**src/rtl/jtopll_wrq_pkg.sv**
```systemverilog
// jtopll_wrq_pkg: shared types and default timing for the OPLL register-write scheduler.
package jtopll_wrq_pkg;

    typedef struct packed {
        logic [7:0] reg_idx;
        logic [7:0] data;
    } wrq_entry_t;

    typedef enum logic [2:0] {
        IDLE,
        AWR,
        AWAIT,
        DWR,
        DWAIT
    } wrq_state_t;

    localparam int DEF_FIFO_AW   = 2;
    localparam int DEF_ADDR_WAIT = 12;
    localparam int DEF_DATA_WAIT = 84;

endpackage

```
**src/rtl/jtopll_wrq_fifo.sv**
```systemverilog
// jtopll_wrq_fifo: sync FIFO of pending register writes.
// With JTOPLL_WRQ_COALESCE_EN a lookup port finds a queued entry with the same register.
module jtopll_wrq_fifo
    import jtopll_wrq_pkg::*;
#(
    parameter int AW = 2
) (
    input  logic       clk,
    input  logic       rst_n,
    input  logic       push_i,
    input  logic       pop_i,
    input  wrq_entry_t din_i,
    output wrq_entry_t dout_o,
    output logic       full_o,
    output logic       empty_o
`ifdef JTOPLL_WRQ_COALESCE_EN
    ,
    input  logic [7:0] lk_reg_i,
    output logic       lk_hit_o
`endif
);
    localparam int D = 1 << AW;

    wrq_entry_t    mem_q [D];
    logic [AW:0]   wr_q, rd_q;
    logic          hit;
    logic [AW-1:0] hit_idx;

    assign empty_o = wr_q == rd_q;
    assign full_o  = wr_q == {~rd_q[AW], rd_q[AW-1:0]};
    assign dout_o  = mem_q[rd_q[AW-1:0]];

`ifdef JTOPLL_WRQ_COALESCE_EN
    logic [AW:0]   used;
    logic [AW-1:0] slot;

    assign used     = wr_q - rd_q;
    assign lk_hit_o = hit;

    // The head is excluded while it is being popped: its old data is already leaving.
    always_comb begin
        hit     = 1'b0;
        hit_idx = '0;
        slot    = '0;
        for (int i = 0; i < D; i++) begin
            slot = rd_q[AW-1:0] + AW'(i);
            if (i < int'(used) && !(pop_i && i == 0) && mem_q[slot].reg_idx == lk_reg_i) begin
                hit     = 1'b1;
                hit_idx = slot;
            end
        end
    end
`else
    assign hit     = 1'b0;
    assign hit_idx = '0;
`endif

    always_ff @(posedge clk or negedge rst_n) begin
        if (!rst_n) begin
            wr_q <= '0;
            rd_q <= '0;
        end else begin
            if (push_i && !hit) wr_q <= wr_q + 1'b1;
            if (pop_i) rd_q <= rd_q + 1'b1;
        end
    end

    always_ff @(posedge clk) begin
        if (push_i) mem_q[hit ? hit_idx : wr_q[AW-1:0]] <= din_i;
    end

endmodule

```
**src/rtl/jtopll_wrq.sv**
```systemverilog
// jtopll_wrq: round-robin write arbiter, FIFO and timed address/data replay to the OPLL bus.
// Optional JTOPLL_WRQ_COALESCE_EN merges a write into a queued entry for the same register.
module jtopll_wrq
    import jtopll_wrq_pkg::*;
#(
    parameter int FIFO_AW   = DEF_FIFO_AW,
    parameter int ADDR_WAIT = DEF_ADDR_WAIT,
    parameter int DATA_WAIT = DEF_DATA_WAIT
) (
    input  logic       clk,
    input  logic       rst_n,
    input  logic       cen,
    input  logic       req0_valid,
    output logic       req0_ready,
    input  logic [7:0] req0_reg,
    input  logic [7:0] req0_data,
    input  logic       req1_valid,
    output logic       req1_ready,
    input  logic [7:0] req1_reg,
    input  logic [7:0] req1_data,
    output logic [7:0] opll_din,
    output logic       opll_addr,
    output logic       opll_cs_n,
    output logic       opll_wr_n,
    output logic       busy,
    output logic       ovf
);
    localparam int CW = $clog2(DATA_WAIT) + 1;

    wrq_state_t    st_q;
    logic [CW-1:0] cnt_q;
    logic [7:0]    data_q, din_q, stall_q;
    logic          addr_q, strobe_n_q, rr_q, ovf_q;
    logic          sel, any_v, room, acc, hit, full, empty, pop, stall;
    wrq_entry_t    sel_e, head;

    // sel=1 picks req1; rr_q=1 hands priority to req1 when both are valid
    assign any_v      = req0_valid | req1_valid;
    assign sel        = req1_valid & (~req0_valid | rr_q);
    assign sel_e      = sel ? {req1_reg, req1_data} : {req0_reg, req0_data};
    assign room       = ~full | pop | hit;
    assign acc        = any_v & room & rst_n;
    assign req0_ready = acc & ~sel;
    assign req1_ready = acc & sel;
    assign stall      = any_v & ~room;
    assign pop        = ~empty & ((st_q == IDLE) | ((st_q == DWAIT) & cen & (cnt_q == '0)));
    assign busy       = ~empty | (st_q != IDLE);

    assign opll_din  = din_q;
    assign opll_addr = addr_q;
    assign opll_cs_n = strobe_n_q;
    assign opll_wr_n = strobe_n_q;
    assign ovf       = ovf_q;

    jtopll_wrq_fifo #(.AW(FIFO_AW)) u_fifo (
        .clk     (clk),
        .rst_n   (rst_n),
        .push_i  (acc),
        .pop_i   (pop),
        .din_i   (sel_e),
        .dout_o  (head),
        .full_o  (full),
        .empty_o (empty)
`ifdef JTOPLL_WRQ_COALESCE_EN
        ,
        .lk_reg_i(sel_e.reg_idx),
        .lk_hit_o(hit)
`endif
    );

`ifndef JTOPLL_WRQ_COALESCE_EN
    assign hit = 1'b0;
`endif

    always_ff @(posedge clk or negedge rst_n) begin
        if (!rst_n) rr_q <= 1'b0;
        else if (acc) rr_q <= ~sel;
    end

    always_ff @(posedge clk or negedge rst_n) begin
        if (!rst_n) begin
            stall_q <= '0;
            ovf_q   <= 1'b0;
        end else begin
            stall_q <= stall ? ((stall_q == 8'hff) ? stall_q : stall_q + 8'd1) : 8'd0;
            if (stall && stall_q == 8'hff) ovf_q <= 1'b1;
        end
    end

    // A pop always starts the address strobe, both from IDLE and straight out of DWAIT.
    always_ff @(posedge clk or negedge rst_n) begin
        if (!rst_n) begin
            st_q       <= IDLE;
            cnt_q      <= '0;
            data_q     <= '0;
            din_q      <= '0;
            addr_q     <= 1'b0;
            strobe_n_q <= 1'b1;
        end else if (pop) begin
            st_q       <= AWR;
            data_q     <= head.data;
            din_q      <= head.reg_idx;
            addr_q     <= 1'b0;
            strobe_n_q <= 1'b0;
        end else if (cen) begin
            case (st_q)
                AWR: begin
                    st_q       <= AWAIT;
                    strobe_n_q <= 1'b1;
                    cnt_q      <= CW'(ADDR_WAIT - 1);
                end
                AWAIT: begin
                    if (cnt_q == '0) begin
                        st_q       <= DWR;
                        din_q      <= data_q;
                        addr_q     <= 1'b1;
                        strobe_n_q <= 1'b0;
                    end else begin
                        cnt_q <= cnt_q - 1'b1;
                    end
                end
                DWR: begin
                    st_q       <= DWAIT;
                    strobe_n_q <= 1'b1;
                    cnt_q      <= CW'(DATA_WAIT - 1);
                end
                DWAIT: begin
                    if (cnt_q == '0) st_q <= IDLE;
                    else cnt_q <= cnt_q - 1'b1;
                end
                default: st_q <= IDLE;
            endcase
        end
    end

endmodule

```
**config.mk**
```make
export PLATFORM = sky130hd
export DESIGN_NAME = jtopll_wrq
export DESIGN_NICKNAME = d
export VERILOG_FILES = /design/src/rtl/jtopll_wrq_pkg.sv /design/src/rtl/jtopll_wrq_fifo.sv /design/src/rtl/jtopll_wrq.sv
export SDC_FILE = /design/constraint.sdc
export NUM_CORES = 1
export LEC_CHECK = 0
export ABC_CLOCK_PERIOD_IN_PS = 6000
export CAP_MARGIN = 0
export CORE_MARGIN = 10
export CORE_UTILIZATION = 50
export CTS_CLUSTER_DIAMETER = 120
export CTS_CLUSTER_SIZE = 25
export DETAILED_ROUTE_END_ITERATION = 10
export HOLD_SLACK_MARGIN = 0.1
export PLACE_DENSITY = 0.72
export SYNTH_ARGS = -nofsm -noshare
export SYNTH_HDL_FRONTEND = slang
export SYNTH_SLANG_ARGS = --single-unit
```
**constraint.sdc**
```tcl
create_clock -name clk -period 6 [get_ports clk]
set_input_delay 0.9 -clock clk [delete_from_list [all_inputs] [get_ports clk]]
set_output_delay 0.9 -clock clk [all_outputs]
set_load 0.03 [all_outputs]
```
Yosys cells after proc, flatten, opt, wreduce, memory -nomap -nowiden
Memory sizes are Yosys's and may differ from the RTL's.
Index checks and enable logic that the tools add are counted.
Widths: inputs -> output; s select.

operators by class
  add/subtract/negate cells = 4
  equal/unequal tests = 11
  multiplexer cells = 24
  bitwise gates (word level) = 21
  reductions and logical operators = 15

operators by type and width
  operator             number
  $mux 8               7
  $pmux 8 s3           1
  $mux 16              1
  $mux 3               4
  $pmux 3 s4           1
  $and 1x1->1          9
  $mux 1               9
  $reduce_and 3->1     3
  $reduce_bool 3->1    3
  $add 8x1->8 const B  1
  $eq 8x8->1 const B   1
  $logic_not 8->1      1
  $sub 8x1->8 const B  1
  $not 1->1            7
  $add 3x1->3 const B  2
  $eq 3x2->1 const B   2
  $eq 3x3->1           2
  $reduce_bool 2->1    3
  $or 1x1->1           5
  $ne 2x2->1 const B   2
  $reduce_and 4->1     1
  $reduce_or 2->1      2
  $eq 3x1->1 const B   1
  $eq 3x3->1 const B   1
  other kinds (5)      5

storage, ports and cells
  bits in registers = 45
  memory bits (writable) = 64
  input port bits = 37
  output and inout port bits = 15
  logic and storage cells = 87
  memories = 1

memories
  name          depth  width  read ports  clocked after memory_dff  wr ports  RTL line               RTL
  u_fifo.mem_q  4      16     1           0                         1         jtopll_wrq_fifo.sv:24  wrq_entry_t mem_q [D];

Longest topological paths before layout
  depth in word-level cells = 10
  gate-level depth with buffers = 7

Modules after synthesis
Synthesis repeated with hierarchy kept, for this count alone.

second synthesis, totals
  cell total of the unflattened synthesis = 363
  area total of the unflattened synthesis = 5129.9 um2

modules (own cells, without submodules)
  module           times used  cells an instance  area each (um2)  seq. area each (um2)
  jtopll_wrq_fifo  1           114                2696.3           2072.0
  jtopll_wrq       1           249                2433.6           977.2

Worst setup path before layout
No wires, ideal clock.

  path type = input to output
  start point = input port cen
  end point = output port req1_ready
  data arrival time = 2076 ps
  slack = 3024 ps
  stages on the path = 4
  path through = clkbuf_1 -> nand4_2 -> a21boi_0 -> nor2b_1

on the way
  word-level cells in the longest chain between the ends = 8

ends and longest elaborated chain
  element                    RTL line          RTL
  start: declaration         jtopll_wrq.sv:12  input logic cen,
  $and 1x1->1 (2 in series)  jtopll_wrq.sv:46  assign pop = ~empty & ((st_q == IDLE) | ((st_q == DWAIT) & cen & (cnt_q == '0)));
  $or 1x1->1                 jtopll_wrq.sv:46
  $and 1x1->1                jtopll_wrq.sv:46
  $or 1x1->1                 jtopll_wrq.sv:41  assign room = ~full | pop | hit;
  $and 1x1->1 (2 in series)  jtopll_wrq.sv:42  assign acc = any_v & room & rst_n;
  $and 1x1->1                jtopll_wrq.sv:44  assign req1_ready = acc & sel;
  end: declaration           jtopll_wrq.sv:18  output logic req1_ready,

No other way between the ends.

Worst setup path after layout
  start point = input port cen
  end point = output port req0_ready

on the way
  word-level cells in the longest chain between the ends = 8

ends and longest elaborated chain
  element                    RTL line          RTL
  $and 1x1->1 (2 in series)  jtopll_wrq.sv:46
  $or 1x1->1                 jtopll_wrq.sv:46
  $and 1x1->1                jtopll_wrq.sv:46
  $or 1x1->1                 jtopll_wrq.sv:41
  $and 1x1->1 (2 in series)  jtopll_wrq.sv:42
  $and 1x1->1                jtopll_wrq.sv:43  assign req0_ready = acc & ~sel;
  end: declaration           jtopll_wrq.sv:14  output logic req0_ready,

No other way between the ends.

==> impl_metrics.csv <==
group,metric,value,unit
clocking,cts_setup_buffers,0,
synthesis,synth_edf_count,64,
floorplan,die_h,120,µm
clocking,cts_buffers,9,
floorplan,io-pin-count,52,
grt,grt_first_pass_wirelength,16100,µm
power_and_ir_drop,finalPower,2.73,mW
timing,post-route-period-util,69.4,%
timing,maxSlewViolCount,0,
power_and_ir_drop,p_leak,2.13,nW
floorplan,start_util,51.4,%
layout,postLayoutCoreUtil,59.4,%
floorplan,fp.dieW,120,µm
grt,grt_pass1_vias,3083,
detailed_routing,routedWlPerCell,19.0,µm
timing,max_freq,240,MHz
detailed_routing,drt-initial-drc-count,273,
synthesis,avgSynthCellArea,15.1,µm²
timing,finalSetupViolations,0,
setup_path,r2r_start,"cnt_q[0]",
worst_hold_path,hold_end,"ovf",
power_and_ir_drop,irDropWorstVdd,0.213,mV
placed_design,gp_congestion,0.849,
floorplan,rows,36,
grt,antenna_found_initial,0,
synthesis,netlist_instances,332,
timing,max-slew-margin-rel,34.6,%
floorplan,die_area,0.0145,mm²
layout,drive_above_1_share,21.4,%
synthesis,ys_async_sr_fraction,41.3,%
status,outcome,"completed",
setup_path,crit_path_start_kind,"primary input",
synthesis,ys_ff_latch,109,
layout,area_growth_syn_to_layout,15.7,%
setup_path,crit_path_start,"cen",
timing,rsz0062_at_grt,"false",
grt,grtUsageTotal,14.0,%
placed_design,port_buffers,51,
timing,finalClockSkew,11.1,ps
synthesis,seq_area_frac_synth,60.7,%
layout,final_cell_mix,"edfxtp_1, clkdlybuf4s50_1, dfrtp_1",
layout,layout_commonest_cell,"edfxtp_1",
setup_path,r2r-end,"u_fifo.mem_q[2][1]",
floorplan,core,0.00977,mm²
detailed_routing,drc_errors,0,
detailed_routing,antenna_left,0,
setup_path,reg2reg_setup_slack,3050,ps
synthesis,syn-num-nets,376,
flow_run,maxCapViolCount,0,
clocking,clock_latency,370,ps
layout,multi_input_area,0.00186,mm²
layout,stdcell_area,0.00581,mm²
synthesis,synth_cell_types,58,
clocking,hold_buffers,0,
timing,finalHoldViolCount,0,
worst_hold_path,holdCritPathClass,"register to register",
layout,seq_area,0.00305,mm²
grt,grt_overflow,0,
placed_design,placed_area,0.00565,mm²
setup_path,rr_worst_depth,6,
clocking,clock_sinks,109,
detailed_routing,vias,2924,
power_and_ir_drop,powerDensity,470,mW/mm²
layout,nets,427,
synthesis,synth_flop_cell,"edfxtp_1",
worst_hold_path,hold_depth,1,
clocking,ctsResizeCount,0,
setup_path,worstPathRequired,5100,ps
layout,antenna_cells,0,
synthesis,netlist_area,0.00502,mm²
clocking,path_clk_slew,90,ps
grt,grt_max_degree,48,
detailed_routing,viasPerCell,5.62,
synthesis,yosys_warnings,0,
detailed_routing,drt_first_pass_iters,4,
clocking,cts_tree,"done",
detailed_routing,drt-total-wl,9900,µm
layout,fillers,796,
clocking,h-tree-depth,3,
timing,period_minus_slack,4160,ps
timing,finalSetupTns,0,ps
setup_path,crit_fanout,19,
clocking,root_buffer,"clkbuf_8",
setup_path,crit_type,"primary input to output port",
placed_design,dp_hpwl,6670,µm
setup_path,crit_arrival,3260,ps
worst_hold_path,hp-start,"ovf",
clocking,cts.path.max_buffers,2,
setup_path,cp-end-kind,"output port",
timing,worstMarginPinSlew,979,ps
[kinds of logic after synthesis]
group | Yosys count | synth area share [%]
AO/OA/AOI/OAI | 59 | 9.89
XOR/XNOR | 11 | 1.92
adder cells (fa/ha/maj) | 7 | 1.74
buffers and inverters | 25 | 2.29
flip-flops | 109 | 60.7
multiplexers | 46 | 14.6
AND/OR/NAND/NOR | 75 | 8.89
[power by group]
group	switching [mW]	internal [mW]	total, mW
sequential	0.193	1.02	1.21
clock	0.244	0.153	0.397
combinational	0.555	0.565	1.12
total	0.992	1.74	2.73
[synth_stat cells, types with 2 or more instances]
| cell | count | share of area [%] |
|---|---|---|
| xor2_1 | 6 | 1.0 |
| o31a_1 | 9 | 1.6 |
| nor3_1 | 7 | 0.70 |
| and2_1 | 6 | 0.75 |
| a41oi_1 | 2 | 0.35 |
| nand2b_1 | 10 | 1.2 |
| o211ai_1 | 4 | 0.60 |
| ha_1 | 7 | 1.7 |
| o221a_2 | 7 | 1.6 |
| buf_2 | 5 | 0.50 |
| a31oi_1 | 7 | 0.87 |
| o21a_1 | 2 | 0.30 |
| a21boi_0 | 2 | 0.30 |
| mux2i_1 | 3 | 0.60 |
| or3_1 | 2 | 0.25 |
| buf_4 | 2 | 0.30 |
| a211oi_1 | 3 | 0.45 |
| inv_1 | 11 | 0.82 |
| nor2_1 | 13 | 0.97 |
| and3_1 | 4 | 0.50 |
| nor2b_1 | 2 | 0.25 |
| o21ai_0 | 4 | 0.40 |
| a21oi_1 | 3 | 0.30 |
| nand2_1 | 11 | 0.82 |
| edfxtp_1 | 64 | 38 |
| dfrtp_1 | 44 | 22 |
| xnor2_1 | 5 | 0.87 |
| mux2_4 | 10 | 3.0 |
| a31o_2 | 2 | 0.35 |
| nor4_1 | 2 | 0.25 |
| mux4_2 | 16 | 7.2 |
| nor4_4 | 2 | 0.85 |
| nand4_2 | 2 | 0.50 |
| clkbuf_1 | 6 | 0.45 |
| mux2_2 | 16 | 3.6 |
| o21bai_1 | 2 | 0.30 |
| nand3_1 | 5 | 0.50 |
| nand4_1 | 4 | 0.50 |
[flip-flops by register name (all words and copies together) (netlist names)]
register      count
opll_cs_n         1
ovf               1
u_fifo.wr_q       3
opll_addr         1
u_fifo.mem_q     64
rr_q              1
cnt_q             8
stall_q           8
u_fifo.rd_q       3
opll_din          8
data_q            8
st_q              3
[metrics by stage]
stage | cells | setup WS, ps | hold WS, ps
floorplan | 332 | 3020 | 462
global placement | 505 | 1920 | 463
detailed placement | 505 | 1840 | 469
CTS | 520 | 1770 | 491
global route | 520 | 1690 | 520
finish | 520 | 1840 | 481
[final cells by class]
cell class | count | area share (%)
sequential | 109 | 52.5
multi-input combinational | 198 | 32.1
timing repair buffer | 54 | 9.09
tap | 133 | 2.86
clock buffer | 11 | 2.26
inverter | 11 | 0.711
clock inverter | 4 | 0.538
[routing by layer]
layer	vias to the layer above	wire length (µm)	track usage, %
met2	70	4930	23.6
met4	0	126	3.24
met3	8	620	4.89
met5	-	0	0
li1	1385	-	-
met1	1461	4230	16.9
[worst max-delay path by stage]
stage                       endpoint  slack, ps  cells past startpoint
after global placement    req0_ready       1920                      5
final                     req0_ready       1840                      5
after floorplan           req1_ready       3020                      4
after CTS                 req0_ready       1770                      5
after detailed placement  req0_ready       1840                      5
after global routing      req0_ready       1690                      5
[critical path: stages]
cell and delay (ps):
clkdlybuf4s50_1 890, nand4_2 300, a21oi_2 330, and2_1 160, clkdlybuf4s50_1 670
No activity file was read; power rests on OpenSTA's default activity.
